===== src/rtl/mips16_pkg.sv =====
// rtl/mips16_pkg.sv - opcodes, funct codes, field positions and FSM states for the 16-bit MIPS control
package mips16_pkg;

    localparam logic [2:0] OP_RTYPE = 3'b000;
    localparam logic [2:0] OP_ADDI  = 3'b001;
    localparam logic [2:0] OP_ORI   = 3'b010;
    localparam logic [2:0] OP_SLTI  = 3'b011;
    localparam logic [2:0] OP_BEQ   = 3'b100;
    localparam logic [2:0] OP_ILL   = 3'b101;
    localparam logic [2:0] OP_LW    = 3'b110;
    localparam logic [2:0] OP_SW    = 3'b111;

    localparam logic [3:0] FN_SLL = 4'b0000;
    localparam logic [3:0] FN_ADD = 4'b0001;
    localparam logic [3:0] FN_SUB = 4'b0010;
    localparam logic [3:0] FN_AND = 4'b0011;
    localparam logic [3:0] FN_OR  = 4'b0100;
    localparam logic [3:0] FN_XOR = 4'b0101;
    localparam logic [3:0] FN_SLT = 4'b0110;
    localparam logic [3:0] FN_SRL = 4'b0111;

    localparam int OP_MSB  = 15;
    localparam int OP_LSB  = 13;
    localparam int RS_MSB  = 12;
    localparam int RS_LSB  = 10;
    localparam int RT_MSB  = 9;
    localparam int RT_LSB  = 7;
    localparam int RD_MSB  = 6;
    localparam int RD_LSB  = 4;
    localparam int FN_MSB  = 3;
    localparam int FN_LSB  = 0;
    localparam int IMM_MSB = 6;
    localparam int IMM_LSB = 0;

    typedef enum logic [2:0] {
        ST_BOOT,
        ST_FETCH,
        ST_DECODE,
        ST_EXEC,
        ST_MEM,
        ST_WB,
        ST_TRAP
    } state_t;

endpackage


===== src/rtl/mips16_imm_ext.sv =====
// rtl/mips16_imm_ext.sv - 7-bit immediate to 16-bit zero/sign extension
module mips16_imm_ext (
    input  logic [6:0]  imm7,
    input  logic        zero_ext,
    output logic [15:0] imm_ext
);

    assign imm_ext = zero_ext ? {9'b0, imm7} : {{9{imm7[6]}}, imm7};

endmodule


===== src/rtl/mips16_mc_ctrl.sv =====
// rtl/mips16_mc_ctrl.sv - multi-cycle control FSM: fetch, decode, ALU issue, data memory and writeback
module mips16_mc_ctrl
    import mips16_pkg::*;
#(
    parameter logic [15:0] RESET_PC = 16'h0000
) (
    input  logic        clk,
    input  logic        rst,
    output logic        imem_req,
    output logic [15:0] imem_addr,
    input  logic        imem_ack,
    input  logic [15:0] imem_rdata,
    output logic [2:0]  alu_opcode,
    output logic [3:0]  alu_funct,
    output logic        alu_src_imm,
    output logic [15:0] imm_ext,
    input  logic        alu_zero,
    output logic [2:0]  rf_raddr1,
    output logic [2:0]  rf_raddr2,
    output logic        rf_we,
    output logic [2:0]  rf_waddr,
    output logic        rf_wsel_mem,
    output logic        dmem_req,
    output logic        dmem_we,
    input  logic        dmem_ack,
    output logic [15:0] pc,
    output logic        instr_retired,
    output logic        illegal
);

    state_t      state_q, state_d;
    logic [15:0] pc_q, pc_d;
    logic [15:0] ir_q, ir_d;
    logic        illegal_q, illegal_d;

    logic [2:0]  op, rs, rt, rd, wdest;
    logic [3:0]  funct;
    logic [6:0]  imm7;
    logic [15:0] imm_val;
    logic        is_rtype, legal, in_boot;
    logic [2:0]  alu_op_dec;
    logic [3:0]  alu_fn_dec;
    logic        alu_src_dec;

    assign op       = ir_q[OP_MSB:OP_LSB];
    assign rs       = ir_q[RS_MSB:RS_LSB];
    assign rt       = ir_q[RT_MSB:RT_LSB];
    assign rd       = ir_q[RD_MSB:RD_LSB];
    assign funct    = ir_q[FN_MSB:FN_LSB];
    assign imm7     = ir_q[IMM_MSB:IMM_LSB];
    assign is_rtype = (op == OP_RTYPE);
    assign legal    = is_rtype ? ~funct[3] : (op != OP_ILL);
    assign wdest    = is_rtype ? rd : rt;
    assign in_boot  = (state_q == ST_BOOT);

    mips16_imm_ext u_imm_ext (
        .imm7     (imm7),
        .zero_ext (op == OP_ORI),
        .imm_ext  (imm_val)
    );

    // ALU lines are a pure decode of ir so they stay stable from EXEC through WB
    always_comb begin
        alu_op_dec  = OP_RTYPE;
        alu_fn_dec  = FN_SLL;
        alu_src_dec = 1'b0;
        if (legal) begin
            case (op)
                OP_RTYPE: alu_fn_dec = funct;
                OP_BEQ:   alu_fn_dec = FN_SUB;
                default: begin
                    alu_op_dec  = op;
                    alu_src_dec = 1'b1;
                end
            endcase
        end
    end

    assign alu_opcode  = in_boot ? 3'b0 : alu_op_dec;
    assign alu_funct   = in_boot ? 4'b0 : alu_fn_dec;
    assign alu_src_imm = ~in_boot & alu_src_dec;
    assign imm_ext     = in_boot ? 16'b0 : imm_val;
    assign rf_raddr1   = in_boot ? 3'b0 : rs;
    assign rf_raddr2   = in_boot ? 3'b0 : rt;
    assign rf_waddr    = in_boot ? 3'b0 : wdest;
    assign rf_wsel_mem = ~in_boot & (op == OP_LW);
    assign imem_addr   = in_boot ? 16'b0 : pc_q;
    assign pc          = in_boot ? 16'b0 : pc_q;
    assign illegal     = illegal_q;

    always_comb begin
        state_d       = state_q;
        pc_d          = pc_q;
        ir_d          = ir_q;
        illegal_d     = illegal_q;
        imem_req      = 1'b0;
        dmem_req      = 1'b0;
        dmem_we       = 1'b0;
        rf_we         = 1'b0;
        instr_retired = 1'b0;
        case (state_q)
            ST_BOOT: state_d = ST_FETCH;
            ST_FETCH: begin
                imem_req = 1'b1;
                if (imem_ack) begin
                    ir_d    = imem_rdata;
                    pc_d    = pc_q + 16'd1;
                    state_d = ST_DECODE;
                end
            end
            ST_DECODE: begin
                if (legal) begin
                    state_d = ST_EXEC;
                end else begin
                    illegal_d = 1'b1;
                    state_d   = ST_TRAP;
                end
            end
            ST_EXEC: begin
                if (op == OP_BEQ) begin
                    // pc already points past the branch, so the offset is relative to PC+1
                    if (alu_zero) pc_d = pc_q + imm_val;
                    instr_retired = 1'b1;
                    state_d       = ST_FETCH;
                end else if (op == OP_LW || op == OP_SW) begin
                    state_d = ST_MEM;
                end else begin
                    state_d = ST_WB;
                end
            end
            ST_MEM: begin
                dmem_req = 1'b1;
                dmem_we  = (op == OP_SW);
                if (dmem_ack) begin
                    if (op == OP_SW) begin
                        instr_retired = 1'b1;
                        state_d       = ST_FETCH;
                    end else begin
                        state_d = ST_WB;
                    end
                end
            end
            ST_WB: begin
                rf_we         = (wdest != 3'd0);
                instr_retired = 1'b1;
                state_d       = ST_FETCH;
            end
            ST_TRAP: state_d = ST_TRAP;
            default: state_d = ST_BOOT;
        endcase
    end

    always_ff @(posedge clk) begin
        if (rst) begin
            state_q   <= ST_BOOT;
            pc_q      <= RESET_PC;
            ir_q      <= 16'b0;
            illegal_q <= 1'b0;
        end else begin
            state_q   <= state_d;
            pc_q      <= pc_d;
            ir_q      <= ir_d;
            illegal_q <= illegal_d;
        end
    end

endmodule


===== config.mk =====
export PLATFORM = sky130hd
export DESIGN_NAME = mips16_mc_ctrl
export DESIGN_NICKNAME = d
export VERILOG_FILES = /design/src/rtl/mips16_pkg.sv /design/src/rtl/mips16_imm_ext.sv /design/src/rtl/mips16_mc_ctrl.sv
export SDC_FILE = /design/constraint.sdc
export NUM_CORES = 1
export LEC_CHECK = 0
export BUFFER_PORTS_ARGS = -buffer_cell sky130_fd_sc_hd__buf_2
export CAP_MARGIN = 30
export CORE_MARGIN = 5
export CORE_UTILIZATION = 51
export DETAILED_ROUTE_END_ITERATION = 16
export PLACE_DENSITY_LB_ADDON = 0.3
export SKIP_CTS_REPAIR_TIMING = 1
export SYNTH_ARGS = -nofsm -noshare
export SYNTH_HDL_FRONTEND = slang
export SYNTH_SLANG_ARGS = --single-unit

===== constraint.sdc =====
create_clock -name clk -period 3.3 [get_ports clk]
set_input_delay 0.33 -clock clk [delete_from_list [all_inputs] [get_ports clk]]
set_output_delay 0.33 -clock clk [all_outputs]
set_load 0.05 [all_outputs]

; ---- Word level (Yosys, flattened, before mapping)
; Cells that the tools add are included.
[classes]
addsub = 2
eq_ne = 15
n_mux = 35
n_bitwise = 5
n_reduce_logical = 11
[ops]
columns = cell, n
row1 = 2-to-1 mux 16 bit, 6
row2 = 2-to-1 mux 3 bit, 12
row3 = one-hot mux 16 bit (2 select lines), 1
row4 = "equality test 3 bit, second input constant", 6
row5 = one-hot mux 3 bit (6 select lines), 1
row6 = "adder 16 x 1 -> 16 bit, second input constant", 1
row7 = adder 16 bit, 1
row8 = 2-to-1 mux 1 bit, 11
row9 = "equality test 3 x 2 -> 1 bit, second input constant", 3
row10 = 2-to-1 mux 4 bit, 2
row11 = "inequality test 2 bit, second input constant", 4
row12 = one-hot mux 4 bit (2 select lines), 1
row13 = logical NOT 3 bit, 2
row14 = AND reduction 2 bit, 3
row15 = AND reduction 4 bit, 1
row16 = OR reduction 2 bit, 2
row17 = "equality test 3 x 1 -> 1 bit, second input constant", 1
row18 = "inequality test 3 bit, second input constant", 1
row19 = NOT 1 bit, 3
row20 = one-hot mux 1 bit (3 select lines), 1
row21 = nonzero test 3 bit, 1
row22 = bitwise AND 1 bit, 2
row23 = nonzero test 2 bit, 1
row24 = logical OR 1 bit, 1
[totals]
ff_bits = 36
in_bits = 21
output_inout_bits = 72
elab_cells = 72

; ---- Logic depth before layout (Yosys ltp)
[depth]
word_depth = 6
depth_mapped = 11
depth_no_buf = 9

; ---- Hierarchy
; Synthesis repeated with hierarchy kept, for this count alone.
[unflattened]
hier_cells = 389
hier_area_um2 = 2877.8
[by_module_without_submodules]
columns = module, n_inst, cells_per_inst, area_per_inst_um2, seq_area_each_um2
row1 = mips16_mc_ctrl, 1, 373, 2751.4, 720.7
row2 = mips16_imm_ext, 1, 16, 126.4, 0.0

; ---- Worst setup path before layout
; No wires, ideal clock.
[synth_timing]
kind = reg-to-output
start = register state_q[0]
end = output instr_retired
arrival_time_ns = 2.852
t_required_ns = 2.970
setup_slack_ns = 0.118
stages_incl_launch_ff = 6
path_buffers = 1
path_cell_list = dfxtp_1 buf_2 nor3b_1 and4_1 nand2_1 nand3_1
[synth_between]
elab_chain_cells = 2
word_cells_on_any_way = 4
cone_classes = eq/ne: 3 / mux: 1
[synth_lines]
columns = item, line
row1 = "start, declared", mips16_mc_ctrl.sv:31  ; state_t state_q, state_d;
row2 = "start signal, assigned", mips16_mc_ctrl.sv:160  ; state_q <= state_d;
row3 = equality test 3 bit or equality test 3 x 2 -> 1 bit (tied branches), mips16_mc_ctrl.sv:101  ; case (state_q)
row4 = one-hot mux 1 bit (3 select lines) (*), mips16_mc_ctrl.sv:101
row5 = "end, declared", mips16_mc_ctrl.sv:27  ; output logic instr_retired,
; Mark *: on every way between the ends. The rest lies on a longest branch, timed or not.

; ---- Worst setup path in the final report
[layout_timing]
start = register state_q[2]
end = register pc_q[12]
[layout_between]
elab_chain_cells = 3
word_cells_on_any_way = 8
cone_classes = eq/ne: 5 / mux: 1 / reduce/logical: 2
[layout_lines]
columns = item, line
row1 = equality test 3 x 2 -> 1 bit or equality test 3 x 1 -> 1 bit (tied branches), mips16_mc_ctrl.sv:101
row2 = inequality test 2 bit (no source line) or nonzero test 2 bit (tied branches), --
row3 = AND reduction 4 bit (no source line), --
row4 = "end signal, assigned", mips16_mc_ctrl.sv:161  ; pc_q <= pc_d;
row5 = "end, declared", mips16_mc_ctrl.sv:32  ; logic [15:0] pc_q, pc_d;
; Parallel ways exist; a longest one is shown, timed or not.
; A chain may end at the register's enable or synchronous reset.

==> summary.txt <==
STA
  • F_max: approximately 340 MHz
  • Final setup viols: 0
  • Final hold vios: 0
  • Tcrit/Tclk final: 0.897
  • Crit path time final: just under 3000 ps
  • Slew Limit Fails: 0
  • TNS Setup: 0 ps
  • Slew HR: 0.461
  • Clock skew: roughly 10 ps
  • RSZ-0062 raised after global routing: false
  • Worst-margin pin slew: 809 ps

Logic synthesis
  • Top_reg_cell synth: dfxtp_1
  • Mux cell area share after synthesis: 0.0686
  • Cell accounting for the most synthesized area: dfxtp_1
  • Post-synth ARST share: 0
  • Net Count, Synth: 374
  • Post-synth EDFFs: 0
  • Post-Synth XOR/XNOR Area: 0.0132
  • Mapped Avg Cell Area: roughly 7.7 um2
  • Mapped Area: about 2600 um2
  • Post-Synth Simple-Gate Area: 0.315
  • Synth unique cells: 53
  • Cell count after synthesis: around 350
  • Sequential-to-total area share from yosys stat: 0.272
  • Yosys warning total: 0
  • Synth top area share: 0.272
  • Yosys reg bits: 36
  • Post-Synth Adder-Cell Area: 0.0407
  • Largest family of logic cells by synthesized area: simple AND/OR/NAND/NOR gates
  • Top cells by area, synth: dfxtp_1 (27%), nor2b_1 (8.8%), buf_4 (7.4%)
  • Post-synthesis compound-gate area fraction: 0.163

Min path
  • Hold Crit Start: imem_rdata[11]
  • Hold path cells: 3
  • Min-delay worst type: input port to register
  • Hold endpoint: ir_q[11]

Clock network
  • CTS H-tree lvls: 2
  • Num CTS Buffers: 5
  • Clk root buf: clkbuf_8
  • Clk Latency, worst-skew pair: 290 ps
  • CTS tree: yes
  • CTS Sinks: 36
  • Max Buffers Root-to-Sink: 2
  • Clock-pin slew on the worst setup and hold paths: 70 ps

Finish
  • Layout area overhead: 14.4%
  • Final Cell Area: between 3000 and 4000 um2
  • Proportion of layout cells with a drive suffix above 1: 0.294
  • Fillers: about 470
  • Final nets: 430
  • Ant diodes: 0

Die
  • Total die area: 6730 um2
  • Io pins: 93
  • Initial Util: 0.521
  • Die W: around 82 um
  • Core area: 5070 um2
  • Die span in y: about 82 um
  • Cell row count: 26

Pwr
  • Switching portion of total power: 0.353
  • PwrDens: ~360 nW/um2
  • Pleak: between 1 and 1.5 nW
  • Sequential Power Share: 0.434
  • Power share of the clock group: 0.308
  • Peak supply drop: between 0.2 and 0.25 mV
  • P_int: around 0.00070 W
  • Power, Total: between 0.001 and 0.0015 W
  • Comb power frac: 0.257
  • Sw power: approximately 0.00038 W

GRT
  • First-pass GRT wire length: about 11000 um
  • Grt total ovfl: 0
  • Number of global-route vias before repair: between 2000 and 2500
  • Pin count of the biggest net entering global routing: 47
  • GRT Total Usage: 0.198
  • Initial antenna violation count: 0

Setup path
  • Setup crit start: state_q[2]
  • Critical Path AT: 3130 ps
  • R2r worst-path depth: 9
  • Max Fanout on Critical Path: 9
  • Crit. End Element: register
  • R2r startpoint: state_q[2]
  • CP required: ~3500 ps
  • Crit path kind: register to register
  • Setup slack, reg-to-reg: approximately 340 ps
  • Crit path launch type: register
  • Reg2reg end: pc_q[12]

Drt
  • Vias: roughly 2500
  • Routed Wire Length: about 6400 um
  • Vias/cell: about 5.3
  • Post-route ant nets: 0
  • DR DRC count: 0
  • Drt first pass iters: 4
  • DRT iter0 DRCs: about 160
  • Drt wl/cell: 13.5 um

Placement
  • I/O Buffers: 91
  • Hpwl dp: 4710 um
  • Cell Area, Placed: roughly 2900 um2
  • Routability Congestion: 0.837

Status
  • Outcome: finished clean

Run
  • # Max-Cap Violations: 0
[metrics by stage]
step	util	setup slack [ps]	instances	hold WS, ps
finish	0.596	341	472	274
detailed placement	0.578	372	464	445
global route	0.596	132	472	269
CTS	0.596	339	472	272
floorplan	-	118	345	432
global placement	0.578	429	464	438
[state kept, by name, summed over array words and instances (netlist names)]
name,cells
illegal,1
ir_q,16
pc_q,16
state_q,3
[logic make-up after synthesis]
group	after synthesis
AND/OR/NAND/NOR	160
AO/OA/AOI/OAI	66
multiplexers	17
flip-flops	36
other	1
adder cells (fa/ha/maj)	8
XOR/XNOR	4
buffers and inverters	53
[layout make-up]
type / count / area (um2) / area share
sequential: 36 / 721 / 0.238
tap: 70 / 87.6 / 0.0289
multi-input combinational: 256 / 1600 / 0.528
timing repair buffer: 99 / 515 / 0.170
clock inverter: 1 / 7.51 / 0.00248
clock buffer: 7 / 86.3 / 0.0285
inverter: 3 / 11.3 / 0.00372
[power by group through the flow]
| stage | clock network, W | logic (W) | registers [W] |
|---|---|---|---|
| floorplan | 0 | 0.000229 | 0.000472 |
| global placement | 0 | 0.000278 | 0.000480 |
| detailed placement | 0 | 0.000280 | 0.000481 |
| CTS | 0.000337 | 0.000281 | 0.000471 |
| global route | 0.000359 | 0.000302 | 0.000475 |
| finish | 0.000335 | 0.000280 | 0.000472 |
[routing by layer]
metal,track usage,wire (um),vias to the layer above,share of wire
li1,-,-,1265,-
met1,0.260,2870,1140,0.45
met2,0.330,3050,75,0.48
met3,0.0439,407,6,0.064
met4,0.0465,44,0,0.0069
met5,0,0,-,0
[synthesized netlist by cell type (2+ instances only)]
library cell  count
buf_4            26
nor2_1           22
nand4_1           4
nand2b_1          5
dfxtp_1          36
mux2_2            6
ha_1              7
o21ai_0           5
and3b_1           3
nor3_1            7
clkbuf_1         15
a21o_1            3
nor3b_1           3
mux2i_1           8
or3_1             3
and2_1            6
mux2_1            3
a211oi_1          5
nor4_1            3
and3_1            3
nand3_1           6
buf_6             4
xnor2_1           3
nor2b_1          37
nand2_1          50
inv_1             3
buf_2             4
a22oi_1           2
a211o_1           5
a21oi_1          35
[placed cells by master, fill, tap and decap left out, types with 7 or more instances in the layout]
master   instances
a21oi_1         35
nand2_1         50
ha_1             7
nor2b_1         37
buf_2           91
mux2i_1          8
dfxtp_1         36
nor2_1          22
buf_4            8
[worst max-delay path by stage]
stage	endpoint	slack, ps	cells past startpoint
floorplan	instr_retired	120	5
global placement	pc_q[10]	430	9
detailed placement	pc_q[12]	370	9
CTS	pc_q[12]	340	9
global route	pc_q[12]	130	9
finish	pc_q[12]	340	9
[worst max-delay path, cell delays in order (launching register included)]
cell and delay, ps:
dfxtp_1 340, and3b_1 190, buf_4 170, and2_1 190, fa_1 450, a211oi_1 400, o21ai_1 270, a211o_1 340
a21oi_1 150, mux2_2 350
(Power assumes the default switching activity.)
